<file path="config.mk">
export PLATFORM = sky130hd
export DESIGN_NAME = fft_frame_src_flat
export DESIGN_NICKNAME = d
export VERILOG_FILES = /design/src/rtl/fft_pkg.sv /design/src/rtl/fft_frame_src_if.sv /design/src/rtl/fft_skid_buf.sv /design/src/rtl/fft_frame_src.sv /design/src/flat_wrapper.sv
export SDC_FILE = /design/constraint.sdc
export NUM_CORES = 1
export LEC_CHECK = 0
export BUFFER_PORTS_ARGS = -buffer_cell sky130_fd_sc_hd__clkbuf_2
export CELL_PAD_IN_SITES_DETAIL_PLACEMENT = 1
export CELL_PAD_IN_SITES_GLOBAL_PLACEMENT = 2
export CORE_MARGIN = 10
export CORE_UTILIZATION = 32
export DETAILED_ROUTE_END_ITERATION = 8
export PLACE_DENSITY_LB_ADDON = 0.12
export SYNTH_ARGS = -nofsm -noshare
export SYNTH_HDL_FRONTEND = slang
export SYNTH_SLANG_ARGS = --single-unit
</file>
<file path="constraint.sdc">
create_clock -name clk -period 2.35 [get_ports clk]
set_input_delay 0.47 -clock clk [delete_from_list [all_inputs] [get_ports clk]]
set_output_delay 0.47 -clock clk [all_outputs]
set_load 0.01 [all_outputs]
</file>
<file path="src/rtl/fft_pkg.sv">
// Shared types and helpers for the FFT sink-side framing path.
// Beat layout matches what the frame source pushes through its skid buffer.
package fft_pkg;

  localparam int DATA_W = 16;
  localparam int PTS_W  = 4;

  typedef enum logic {
    ST_IDLE = 1'b0,
    ST_RUN  = 1'b1
  } state_t;

  typedef struct packed {
    logic [DATA_W-1:0] re;
    logic [DATA_W-1:0] im;
    logic              sop;
    logic              eop;
    logic [PTS_W-1:0]  fftpts;
    logic              inverse;
  } beat_t;

  // Legal point counts are 2^k for 1 <= k <= PTS_W-1.
  function automatic logic pts_legal(input logic [PTS_W-1:0] n);
    logic ok;
    ok = 1'b0;
    for (int k = 1; k < PTS_W; k++) begin
      if (n == PTS_W'(1 << k)) ok = 1'b1;
    end
    return ok;
  endfunction

endpackage

</file>
<file path="src/rtl/fft_frame_src_if.sv">
// Upstream sample stream and FFT sink stream of the frame source.
// master = the frame source itself, slave = its environment.
interface fft_frame_src_if #(
  parameter int DATA_W = fft_pkg::DATA_W,
  parameter int PTS_W  = fft_pkg::PTS_W
);
  logic              in_valid;
  logic              in_ready;
  logic [DATA_W-1:0] in_real;
  logic [DATA_W-1:0] in_imag;

  logic              fft_valid;
  logic              fft_ready;
  logic              fft_sop;
  logic              fft_eop;
  logic [DATA_W-1:0] fft_real;
  logic [DATA_W-1:0] fft_imag;
  logic [PTS_W-1:0]  fft_fftpts;
  logic              fft_inverse;
  logic [1:0]        fft_error;

  modport master (
    input  in_valid, in_real, in_imag, fft_ready,
    output in_ready, fft_valid, fft_sop, fft_eop, fft_real, fft_imag,
           fft_fftpts, fft_inverse, fft_error
  );

  modport slave (
    output in_valid, in_real, in_imag, fft_ready,
    input  in_ready, fft_valid, fft_sop, fft_eop, fft_real, fft_imag,
           fft_fftpts, fft_inverse, fft_error
  );

endinterface

</file>
<file path="src/rtl/fft_skid_buf.sv">
// Two-entry valid/ready skid buffer; 1-cycle latency when empty, outputs registered.
// in_rdy comes only from the occupancy register, so out_rdy never reaches in_rdy combinationally.
module fft_skid_buf #(
  parameter int W = 8
) (
  input  logic         clk,
  input  logic         reset,
  input  logic         in_vld,
  output logic         in_rdy,
  input  logic [W-1:0] in_dat,
  output logic         out_vld,
  input  logic         out_rdy,
  output logic [W-1:0] out_dat,
  output logic         empty
);

  logic [W-1:0] head_q;
  logic [W-1:0] tail_q;
  logic [1:0]   cnt_q;
  logic         push;
  logic         pop;

  assign in_rdy  = (cnt_q != 2'd2);
  assign out_vld = (cnt_q != 2'd0);
  assign out_dat = head_q;
  assign empty   = (cnt_q == 2'd0);

  assign push = in_vld && in_rdy;
  assign pop  = out_vld && out_rdy;

  always_ff @(posedge clk) begin
    if (reset) begin
      cnt_q  <= 2'd0;
      head_q <= '0;
      tail_q <= '0;
    end else begin
      case ({push, pop})
        2'b10: begin
          if (cnt_q == 2'd0) head_q <= in_dat;
          else               tail_q <= in_dat;
          cnt_q <= cnt_q + 2'd1;
        end
        2'b01: begin
          head_q <= tail_q;
          cnt_q  <= cnt_q - 2'd1;
        end
        // Push and pop together only happens with exactly one entry held.
        2'b11:   head_q <= in_dat;
        default: ;
      endcase
    end
  end

endmodule

</file>
<file path="src/rtl/fft_frame_src.sv">
// Cuts an unframed complex sample stream into N-point Avalon-ST frames for the FFT sink.
// 1-cycle latency into an empty buffer; in_ready drops when the 2-entry buffer is full or when idle.
module fft_frame_src #(
  parameter int DATA_W = fft_pkg::DATA_W,
  parameter int PTS_W  = fft_pkg::PTS_W,
  parameter int CNT_W  = 16
) (
  input  logic              clk,
  input  logic              reset,
  input  logic              enable,
  input  logic [PTS_W-1:0]  cfg_fftpts,
  input  logic              cfg_inverse,
  fft_frame_src_if.master   bus,
  output logic              cfg_err,
  output logic              busy,
  output logic [CNT_W-1:0]  frame_cnt
);

  import fft_pkg::*;

  state_t           state_q;
  state_t           state_d;
  logic [PTS_W-1:0] cnt_q;
  logic [PTS_W-1:0] cnt_d;
  logic [PTS_W-1:0] n_q;
  logic [PTS_W-1:0] n_d;
  logic             inv_q;
  logic             inv_d;
  logic             cfg_err_d;

  logic             cfg_ok;
  logic             push;
  logic             last;
  logic             buf_in_rdy;
  logic             buf_out_vld;
  logic             buf_empty;
  logic [$bits(beat_t)-1:0] head_dat;
  beat_t            push_beat;
  beat_t            head_beat;

  assign cfg_ok       = pts_legal(cfg_fftpts);
  assign bus.in_ready = (state_q == ST_RUN) && buf_in_rdy;
  assign push         = bus.in_valid && bus.in_ready;
  assign last         = (cnt_q == n_q - PTS_W'(1));

  always_comb begin
    push_beat         = '0;
    push_beat.re      = bus.in_real;
    push_beat.im      = bus.in_imag;
    push_beat.sop     = (cnt_q == '0);
    push_beat.eop     = last;
    push_beat.fftpts  = n_q;
    push_beat.inverse = inv_q;
  end

  always_ff @(posedge clk) begin
    if (reset) begin
      state_q <= ST_IDLE;
      cnt_q   <= '0;
      n_q     <= '0;
      inv_q   <= 1'b0;
      cfg_err <= 1'b0;
    end else begin
      state_q <= state_d;
      cnt_q   <= cnt_d;
      n_q     <= n_d;
      inv_q   <= inv_d;
      cfg_err <= cfg_err_d;
    end
  end

  always_comb begin
    state_d   = state_q;
    cnt_d     = cnt_q;
    n_d       = n_q;
    inv_d     = inv_q;
    cfg_err_d = 1'b0;
    case (state_q)
      ST_IDLE: begin
        if (enable) begin
          if (cfg_ok) begin
            state_d = ST_RUN;
            n_d     = cfg_fftpts;
            inv_d   = cfg_inverse;
            cnt_d   = '0;
          end else begin
            cfg_err_d = 1'b1;
          end
        end
      end
      ST_RUN: begin
        if (push) begin
          if (last) begin
            // Frame boundary: enable and cfg are only looked at here.
            cnt_d = '0;
            if (enable && cfg_ok) begin
              n_d   = cfg_fftpts;
              inv_d = cfg_inverse;
            end else begin
              state_d   = ST_IDLE;
              cfg_err_d = enable;
            end
          end else begin
            cnt_d = cnt_q + PTS_W'(1);
          end
        end
      end
      default: state_d = ST_IDLE;
    endcase
  end

  fft_skid_buf #(
    .W($bits(beat_t))
  ) u_skid (
    .clk     (clk),
    .reset   (reset),
    .in_vld  (push),
    .in_rdy  (buf_in_rdy),
    .in_dat  (push_beat),
    .out_vld (buf_out_vld),
    .out_rdy (bus.fft_ready),
    .out_dat (head_dat),
    .empty   (buf_empty)
  );

  assign head_beat       = beat_t'(head_dat);
  assign bus.fft_valid   = buf_out_vld;
  assign bus.fft_sop     = head_beat.sop;
  assign bus.fft_eop     = head_beat.eop;
  assign bus.fft_real    = head_beat.re;
  assign bus.fft_imag    = head_beat.im;
  assign bus.fft_fftpts  = head_beat.fftpts;
  assign bus.fft_inverse = head_beat.inverse;
  assign bus.fft_error   = 2'b00;

  assign busy = (state_q == ST_RUN) || !buf_empty;

  always_ff @(posedge clk) begin
    if (reset) begin
      frame_cnt <= '0;
    end else if (bus.fft_valid && bus.fft_ready && head_beat.eop) begin
      frame_cnt <= frame_cnt + CNT_W'(1);
    end
  end

endmodule

</file>
<file path="src/flat_wrapper.sv">
// flat-port wrapper written by rule: the top's interface ports become plain ports
module fft_frame_src_flat import fft_pkg::*;
#(
  parameter int DATA_W = fft_pkg::DATA_W,
  parameter int PTS_W  = fft_pkg::PTS_W,
  parameter int CNT_W  = 16
)
  (clk, reset, enable, cfg_fftpts, cfg_inverse, cfg_err, busy, frame_cnt, bus_in_valid, bus_in_real, bus_in_imag, bus_fft_ready, bus_in_ready, bus_fft_valid, bus_fft_sop, bus_fft_eop, bus_fft_real, bus_fft_imag, bus_fft_fftpts, bus_fft_inverse, bus_fft_error);
  fft_frame_src_if #(.DATA_W(DATA_W), .PTS_W(PTS_W)) bus_i ();
  input  logic clk;
  input  logic reset;
  input  logic enable;
  input  logic [PTS_W-1:0] cfg_fftpts;
  input  logic cfg_inverse;
  output logic cfg_err;
  output logic busy;
  output logic [CNT_W-1:0] frame_cnt;
  input wire logic [$bits(bus_i.in_valid)-1:0] bus_in_valid;
  input wire logic [$bits(bus_i.in_real)-1:0] bus_in_real;
  input wire logic [$bits(bus_i.in_imag)-1:0] bus_in_imag;
  input wire logic [$bits(bus_i.fft_ready)-1:0] bus_fft_ready;
  output wire logic [$bits(bus_i.in_ready)-1:0] bus_in_ready;
  output wire logic [$bits(bus_i.fft_valid)-1:0] bus_fft_valid;
  output wire logic [$bits(bus_i.fft_sop)-1:0] bus_fft_sop;
  output wire logic [$bits(bus_i.fft_eop)-1:0] bus_fft_eop;
  output wire logic [$bits(bus_i.fft_real)-1:0] bus_fft_real;
  output wire logic [$bits(bus_i.fft_imag)-1:0] bus_fft_imag;
  output wire logic [$bits(bus_i.fft_fftpts)-1:0] bus_fft_fftpts;
  output wire logic [$bits(bus_i.fft_inverse)-1:0] bus_fft_inverse;
  output wire logic [$bits(bus_i.fft_error)-1:0] bus_fft_error;
  assign bus_i.in_valid = bus_in_valid;
  assign bus_i.in_real = bus_in_real;
  assign bus_i.in_imag = bus_in_imag;
  assign bus_i.fft_ready = bus_fft_ready;
  assign bus_in_ready = bus_i.in_ready;
  assign bus_fft_valid = bus_i.fft_valid;
  assign bus_fft_sop = bus_i.fft_sop;
  assign bus_fft_eop = bus_i.fft_eop;
  assign bus_fft_real = bus_i.fft_real;
  assign bus_fft_imag = bus_i.fft_imag;
  assign bus_fft_fftpts = bus_i.fft_fftpts;
  assign bus_fft_inverse = bus_i.fft_inverse;
  assign bus_fft_error = bus_i.fft_error;
  fft_frame_src #(.DATA_W(DATA_W), .PTS_W(PTS_W), .CNT_W(CNT_W)) u_core (.clk(clk), .reset(reset), .enable(enable), .cfg_fftpts(cfg_fftpts), .cfg_inverse(cfg_inverse), .bus(bus_i), .cfg_err(cfg_err), .busy(busy), .frame_cnt(frame_cnt));
endmodule
</file>
==> results of run 1 <==
registers in the layout, summed over array words and instances (netlist names):
register,cells
u_core.cnt_q,4
u_core.inv_q,1
u_core.n_q,4
u_core.u_skid.tail_q,39
u_core.frame_cnt,16
u_core.state_q,1
u_core.cfg_err,1
u_core.u_skid.out_dat,39
u_core.u_skid.cnt_q,2
worst min-delay path by stage:
stage	end	slack [ps]	depth (start not counted)
floorplan	u_core.u_skid.tail_q[0]	440	2
global placement	u_core.u_skid.tail_q[38]	440	2
detailed placement	u_core.u_skid.tail_q[27]	450	2
CTS	u_core.u_skid.tail_q[25]	340	3
global route	u_core.u_skid.tail_q[25]	350	3
finish	u_core.u_skid.tail_q[25]	350	3
cell families after synthesis:
| logic type | after synthesis |
|---|---|
| and+or+nand+nor | 189 |
| AOI/OAI and AO/OA | 103 |
| buffers and inverters | 49 |
| other | 1 |
| muxes | 43 |
| DFF | 107 |
| xor gates and xnor gates | 20 |
| adders and majority gates | 6 |
cell usage in the layout (no fill, tap or decap), drive strengths merged, types with 6 or more instances in the layout:
cell type	count
or3	7
ha	6
nand2b	8
nor2	58
nor3	7
dfxtp	107
o21ai	7
mux2i	43
clkbuf	112
xnor2	11
a211oi	39
nand2	86
buf	11
inv	12
xor2	8
a21oi	49
nand3	10
power by group:
part           internal [W]  switching (W)
Combinational      0.000245       0.000334
Clock               0.00102       0.000672
Sequential          0.00191      0.0000607
Total               0.00318        0.00107
worst register-to-register path, stage by stage, from the launching register on:
cell and delay [ps]:
sky130_fd_sc_hd__dfxtp_1 390, sky130_fd_sc_hd__inv_1 90, sky130_fd_sc_hd__o211ai_2 340, sky130_fd_sc_hd__inv_2 160, sky130_fd_sc_hd__ha_1 350, sky130_fd_sc_hd__or3_1 380
sky130_fd_sc_hd__a21oi_1 150
stage by stage:
step           worst slack, ps  hold WS, ps  total power [W]
2_1_floorplan            336.3        436.0         0.002372
3_3_place_gp             471.9        440.7         0.002591
3_5_place_dp             409.0        449.7         0.002604
4_1_cts                  392.8        342.6         0.004323
5_1_grt                  178.7        351.6         0.004465
6_report                 424.6        349.8         0.004242
cell type report:
cell class                 count  area [um2]  share of cell area (%)
multi-input combinational    363        2218                   39.45
sequential                   107        2142                   38.10
timing repair buffer         110       653.1                   11.62
clock buffer                  13       270.3                   4.806
tap                          180       225.2                   4.005
clock inverter                 3       68.82                   1.224
inverter                      12       45.04                  0.8011
layer usage:
metal | global-route usage, % | routed length [um]
met2 | 20.74 | 5823
met1 | 16.54 | 5956
met4 | 4.402 | 149
met3 | 3.300 | 590
met5 | 0 | 0
==> impl_metrics.py, run 1 <==
metrics = {
    "status": {
        "status": "finished clean",
    },
    "routing": {
        "drt_drc_violations_left": 0,
        "detailedRoute.firstPassIterationCount": 4,
        "route.final.wire_length_mm": 12.52,
        "ant_nets_after_route": 0,
        "via_density": 4.859,
        "drt-initial-drc-count": 130,
        "route.detailed.wl_per_inst_um": 15.89,
        "dr_total_vias": 3829,
    },
    "worst_setup_path": {
        "crit_path_max_fanout": 8,
        "timing_worst_setup_path_type": "flip-flop to flip-flop",
        "rrSetupSlack_ps": 420,
        "critical_path.cell_chain": "inv_1 > o211ai_2 > inv_2 > ha_1 > or3_1 > a21oi_1",
        "r2r_start": "u_core.u_skid.cnt_q[1]",
        "r2r.worst_path.cells": 6,
        "timing.critical_path.arrival_ps": 2190,
        "timing.rr.end": "u_core.u_skid.cnt_q[1]",
        "crit_path_end_kind": "flip-flop",
        "worst_path_dominant_cell_family": "compound AO/OA/AOI/OAI gates",
        "timing.critical_path.required_ps": 2620,
        "cpMaxStageDelayCell": "sky130_fd_sc_hd__dfxtp_1",
        "crit_path_capture": "u_core.u_skid.cnt_q[1]",
        "critical_path_depth_in_cells": 6,
        "cp-startpoint": "u_core.u_skid.cnt_q[1]",
        "cpPeakStageDelay_ps": 390,
        "cp.buffers_inverters": 2,
        "worstSetupStartpointType": "flip-flop",
    },
    "synth": {
        "synth.yosys.seq_area_share_pct": 46.65,
        "synth_warnings": 0,
        "syn_area_per_cell_um2": 8.865,
        "synth_fa_ha_area_share_pct": 1.635,
        "postSynthCellCount": 518,
        "synth_top_area_cell": "sky130_fd_sc_hd__dfxtp_1",
        "post_synth_simple_gate_area_pct": 18.07,
        "synthMostInstantiatedCell": "sky130_fd_sc_hd__dfxtp_1",
        "mappedNetlistArea_mm2": 0.004592,
        "synth_top_flop_cell": "sky130_fd_sc_hd__dfxtp_1",
        "yosysUniqueCellTypes": 46,
        "synth_mux_area_share_pct": 9.373,
        "area_contributors_post_synth": "sky130_fd_sc_hd__dfxtp_1, sky130_fd_sc_hd__mux2i_1, sky130_fd_sc_hd__nand2_1",
        "synth.cells.most_frequent": "sky130_fd_sc_hd__dfxtp_1, sky130_fd_sc_hd__nand2_1, sky130_fd_sc_hd__nor2_1, sky130_fd_sc_hd__a21oi_1, sky130_fd_sc_hd__mux2i_1",
        "main_combinational_cell_family_by_area_after_synthesis": "simple AND/OR/NAND/NOR gates",
        "ys_ff_latch": 107,
        "yosysTopAreaCellShare_pct": 46.65,
        "async_reset_ff_share_pct": 0,
        "synth-compound-area-share_pct": 14.88,
        "synth_edf_count": 0,
        "post_synth_xor_area_fraction_pct": 4.142,
    },
    "clock_network": {
        "clk_root_buffer_cell": "sky130_fd_sc_hd__clkbuf_16",
        "cts_resized": 0,
        "cts.htree.levels": 3,
        "clock_insertion_delay_worst_skew_ps": 350,
        "cts_post_setup_buffers_inserted": 0,
        "cts.clk_slew.worst_paths_ps": 70,
        "cts_tree": "yes",
        "maximum_count_of_clock_buffers_along_a_single_path": 2,
        "cts_buffers": 9,
        "postCtsHoldBufs": 0,
        "clock_sink_count": 107,
    },
    "sta": {
        "worst_clock_skew_ps": 8.337,
        "finalCriticalPeriod_ps": 1925,
        "tns_ps": 0,
        "final-hold-violation-count": 0,
        "setup-violations-final": 0,
        "maxSlewHeadroom_pct": 64.56,
        "fin_crit_sh_pct": 81.93,
        "grt_setup_unrepaired": "no",
        "clock.fmax_ghz": 0.5194,
        "slew_viol_final": 0,
        "worst_pin_slew_ps": 531.6,
    },
    "floorplanning": {
        "design.core.area_mm2": 0.01399,
        "dieWidth_um": 139.8,
        "initial_utilization_pct": 32.83,
        "ios": 103,
        "die_area_mm2": 0.01954,
        "fp-row-count": 43,
        "die_height_um": 139.8,
    },
    "cells_and_area": {
        "layout-drive-gt1-share_pct": 23.03,
        "utilization_pct": 40.20,
        "area_growth_pct": 22.45,
        "fill_cells": 1678,
        "final_area_mm2": 0.005623,
        "fin_cells": 788,
        "antenna_cells": 0,
        "finish.net_count": 651,
    },
    "flow_run": {
        "maxCapViolCount": 0,
    },
    "hold_path": {
        "min-delay-start": "bus_in_real[2]",
        "worstHoldPathType": "primary input to flip-flop",
    },
    "grt": {
        "grt_max_degree": 79,
        "wire_length_of_the_first_global_routing_pass_mm": 21.05,
        "number_of_antenna_violations_at_the_first_check_in_global_routing": 0,
        "global_route.usage.total_pct": 12.97,
        "first_global_vias": 4060,
        "grt_overflow_total": 0,
    },
    "power": {
        "peakVddDrop_mv": 0.3753,
        "p_per_area_mw_per_mm2": 754.4,
        "leakage_nw": 2.061,
    },
    "place": {
        "placement.io_buffers": 100,
        "routability_driven_placement_congestion_ratio": 0.7633,
        "placed_area_mm2": 0.005284,
        "detailed_place_hpwl_mm": 8.924,
        "dp_cells": 772,
    },
}
Note: power is estimated with default switching activity, not from simulation.
==> run 2, diff against run 1 <==
==> constraint.sdc (replaced) <==
create_clock -name clk -period 1.8 [get_ports clk]
set_input_delay 0.36 -clock clk [delete_from_list [all_inputs] [get_ports clk]]
set_output_delay 0.36 -clock clk [all_outputs]
set_load 0.01 [all_outputs]
==> run 2 against run 1 <==
Die area unchanged. Non-clock buffer count up 16. Worst setup slack got worse by 330 ps. Global-route usage is 0.67 points lower. Clock-buffer cell count fell by 2. Clock power up 18%. Sequential power increased by 30%. Sequential share of layout area fell by 0.98 points. Core utilization rose by 1.1 points. First-iteration DRC count is 15% lower. Wire length decreased by 3.5%. Critical path type unchanged. Largest power group unchanged.
==> impl_metrics.py, run 2 (synthesis gave the netlist of run 1 again) <==
metrics = {
    "status": {
        "status": "finished clean",
    },
    "hold_path": {
        "min-delay-start": "bus_in_imag[6]",
        "hold_depth": 3,
        "hold_end": "u_core.u_skid.tail_q[13]",
        "worstHoldPathType": "primary input to flip-flop",
    },
    "sta": {
        "maxSlewHeadroom_pct": 65.83,
        "fin_crit_sh_pct": 94.58,
        "slew_viol_final": 0,
        "final-hold-violation-count": 0,
        "worst_clock_skew_ps": 6.201,
        "grt_setup_unrepaired": "yes",
        "finalHoldWorstSlack_ps": 237.1,
        "setup-violations-final": 0,
        "worst_pin_slew_ps": 512.5,
        "finalCriticalPeriod_ps": 1702,
        "final.setup.worst_slack_ps": 97.64,
        "clock.fmax_ghz": 0.5874,
    },
    "place": {
        "preCtsSetupSlack_ps": 33.09,
        "placement.io_buffers": 100,
        "detailed_place_hpwl_mm": 8.746,
        "placed_area_mm2": 0.005426,
        "dp_cells": 787,
        "routability_driven_placement_congestion_ratio": 0.7220,
    },
    "floorplanning": {
        "fp-row-count": 43,
        "design.core.area_mm2": 0.01399,
        "ios": 103,
        "initial_utilization_pct": 32.83,
        "die_area_mm2": 0.01954,
        "die_height_um": 139.8,
        "dieWidth_um": 139.8,
    },
    "routing": {
        "via_density": 4.812,
        "dr_total_vias": 3864,
        "detailroute.wirelength.met3_um": 792,
        "drt-initial-drc-count": 110,
        "drt_drc_violations_left": 0,
        "met2_wirelength_mm": 5.623,
        "detailedRoute.firstPassIterationCount": 3,
        "route.detailed.wl_per_inst_um": 15.04,
        "metal_1_wl_mm": 5.482,
        "highest_layer": "met4",
        "route.final.wire_length_mm": 12.08,
        "ant_nets_after_route": 0,
    },
    "clock_network": {
        "clk_root_buffer_cell": "sky130_fd_sc_hd__clkbuf_16",
        "cts.htree.levels": 3,
        "postCtsHoldBufs": 0,
        "cts_tree": "yes",
        "cts.clk_slew.worst_paths_ps": 70,
        "maximum_count_of_clock_buffers_along_a_single_path": 2,
        "cts_buffers": 9,
        "clock_sink_count": 107,
        "clock_insertion_delay_worst_skew_ps": 350,
    },
    "grt": {
        "grt_max_degree": 50,
        "number_of_antenna_violations_at_the_first_check_in_global_routing": 0,
        "global_route.usage.total_pct": 12.30,
        "wire_length_of_the_first_global_routing_pass_mm": 20.04,
        "grt_overflow_total": 0,
        "first_global_vias": 4024,
    },
    "worst_setup_path": {
        "timing.critical_path.required_ps": 2080,
        "worstSetupStartpointType": "flip-flop",
        "cpPeakStageDelay_ps": 400,
        "rrSetupSlack_ps": 100,
        "crit_path_max_fanout": 6,
        "r2r_start": "u_core.u_skid.cnt_q[1]",
        "r2r.worst_path.cells": 6,
        "timing.critical_path.arrival_ps": 1990,
        "cpMaxStageDelayCell": "sky130_fd_sc_hd__dfxtp_1",
        "critical_path.cell_chain": "inv_1 > o211ai_2 > inv_2 > ha_1 > or3_1 > a21oi_1",
        "crit_path_end_kind": "flip-flop",
        "timing.rr.end": "u_core.u_skid.cnt_q[1]",
        "timing_worst_setup_path_type": "flip-flop to flip-flop",
    },
    "cells_and_area": {
        "layout-drive-gt1-share_pct": 26.32,
        "multiInputGateArea_mm2": 0.002262,
        "mostFrequentLayoutCell": "sky130_fd_sc_hd__dfxtp_1",
        "area_growth_pct": 25.83,
        "antenna_cells": 0,
        "fill_cells": 1676,
        "sequential_cell_area_mm2": 0.002145,
        "finish.net_count": 667,
        "most-common-layout-cells": "sky130_fd_sc_hd__dfxtp_1, sky130_fd_sc_hd__clkbuf_2, sky130_fd_sc_hd__nand2_1, sky130_fd_sc_hd__nor2_1, sky130_fd_sc_hd__a21oi_1",
        "fin_cells": 803,
        "final_area_mm2": 0.005778,
    },
    "power": {
        "p_per_area_mw_per_mm2": 930.6,
        "peakVddDrop_mv": 0.7831,
        "report.power.total_w": 0.005377,
        "leakage_nw": 2.147,
    },
    "flow_run": {
        "maxCapViolCount": 0,
    },
}
## run 2: repair_timing
action	4_1_cts	5_1_grt
setup buffers	0	1
endpoints found under the setup margin	0	48
hold endpoints to repair	0	0
gates resized for setup	0	10
## run 2: area by class of cell
class | instances | share of cell area (%)
clock buffer | 11 | 4.374
clock inverter | 4 | 0.8662
inverter | 12 | 0.7796
multi-input combinational | 363 | 39.15
sequential | 107 | 37.12
tap | 180 | 3.898
timing repair buffer | 126 | 13.82
## run 2: report_power, final
group	internal, W	switching [W]	total (W)
Combinational	0.000362	0.000448	0.000811
Clock	0.00114	0.000863	0.00201
Sequential	0.00249	0.0000705	0.00256
## run 2: worst max path at each step
stage | depth (start not counted) | from | endpoint
2_1_floorplan | 10 | u_core.u_skid.cnt_q[0] | u_core.u_skid.cnt_q[1]
3_3_place_gp | 7 | u_core.n_q[0] | u_core.n_q[2]
4_1_cts | 7 | u_core.n_q[0] | u_core.inv_q
6_report | 6 | u_core.u_skid.cnt_q[1] | u_core.u_skid.cnt_q[1]
3_5_place_dp | 7 | u_core.n_q[0] | u_core.inv_q
5_1_grt | 5 | u_core.n_q[2] | u_core.n_q[1]
## run 2: metrics by stage
step / util [%] / TNS (ps)
final: 41.31 / 0
after floorplan: - / 0
after global placement: 38.79 / 0
after CTS: 40.96 / 0
after detailed placement: 38.79 / 0
after global routing: 41.31 / -45.52
## run 2: worst max-delay path, delay by kind of cell, from the launching register on
family          cells  cell delay, ps
buf+inv             2             170
simple gates        1             380
flops               1             400
compound gates      2             380
fa+ha+maj           1             320
## run 2: per-layer routing
metal | GRT usage, % | vias up
met5 | 0 | -
met4 | 4.402 | 0
met3 | 5.002 | 11
met2 | 20.02 | 69
met1 | 14.21 | 1826
li1 | - | 1958
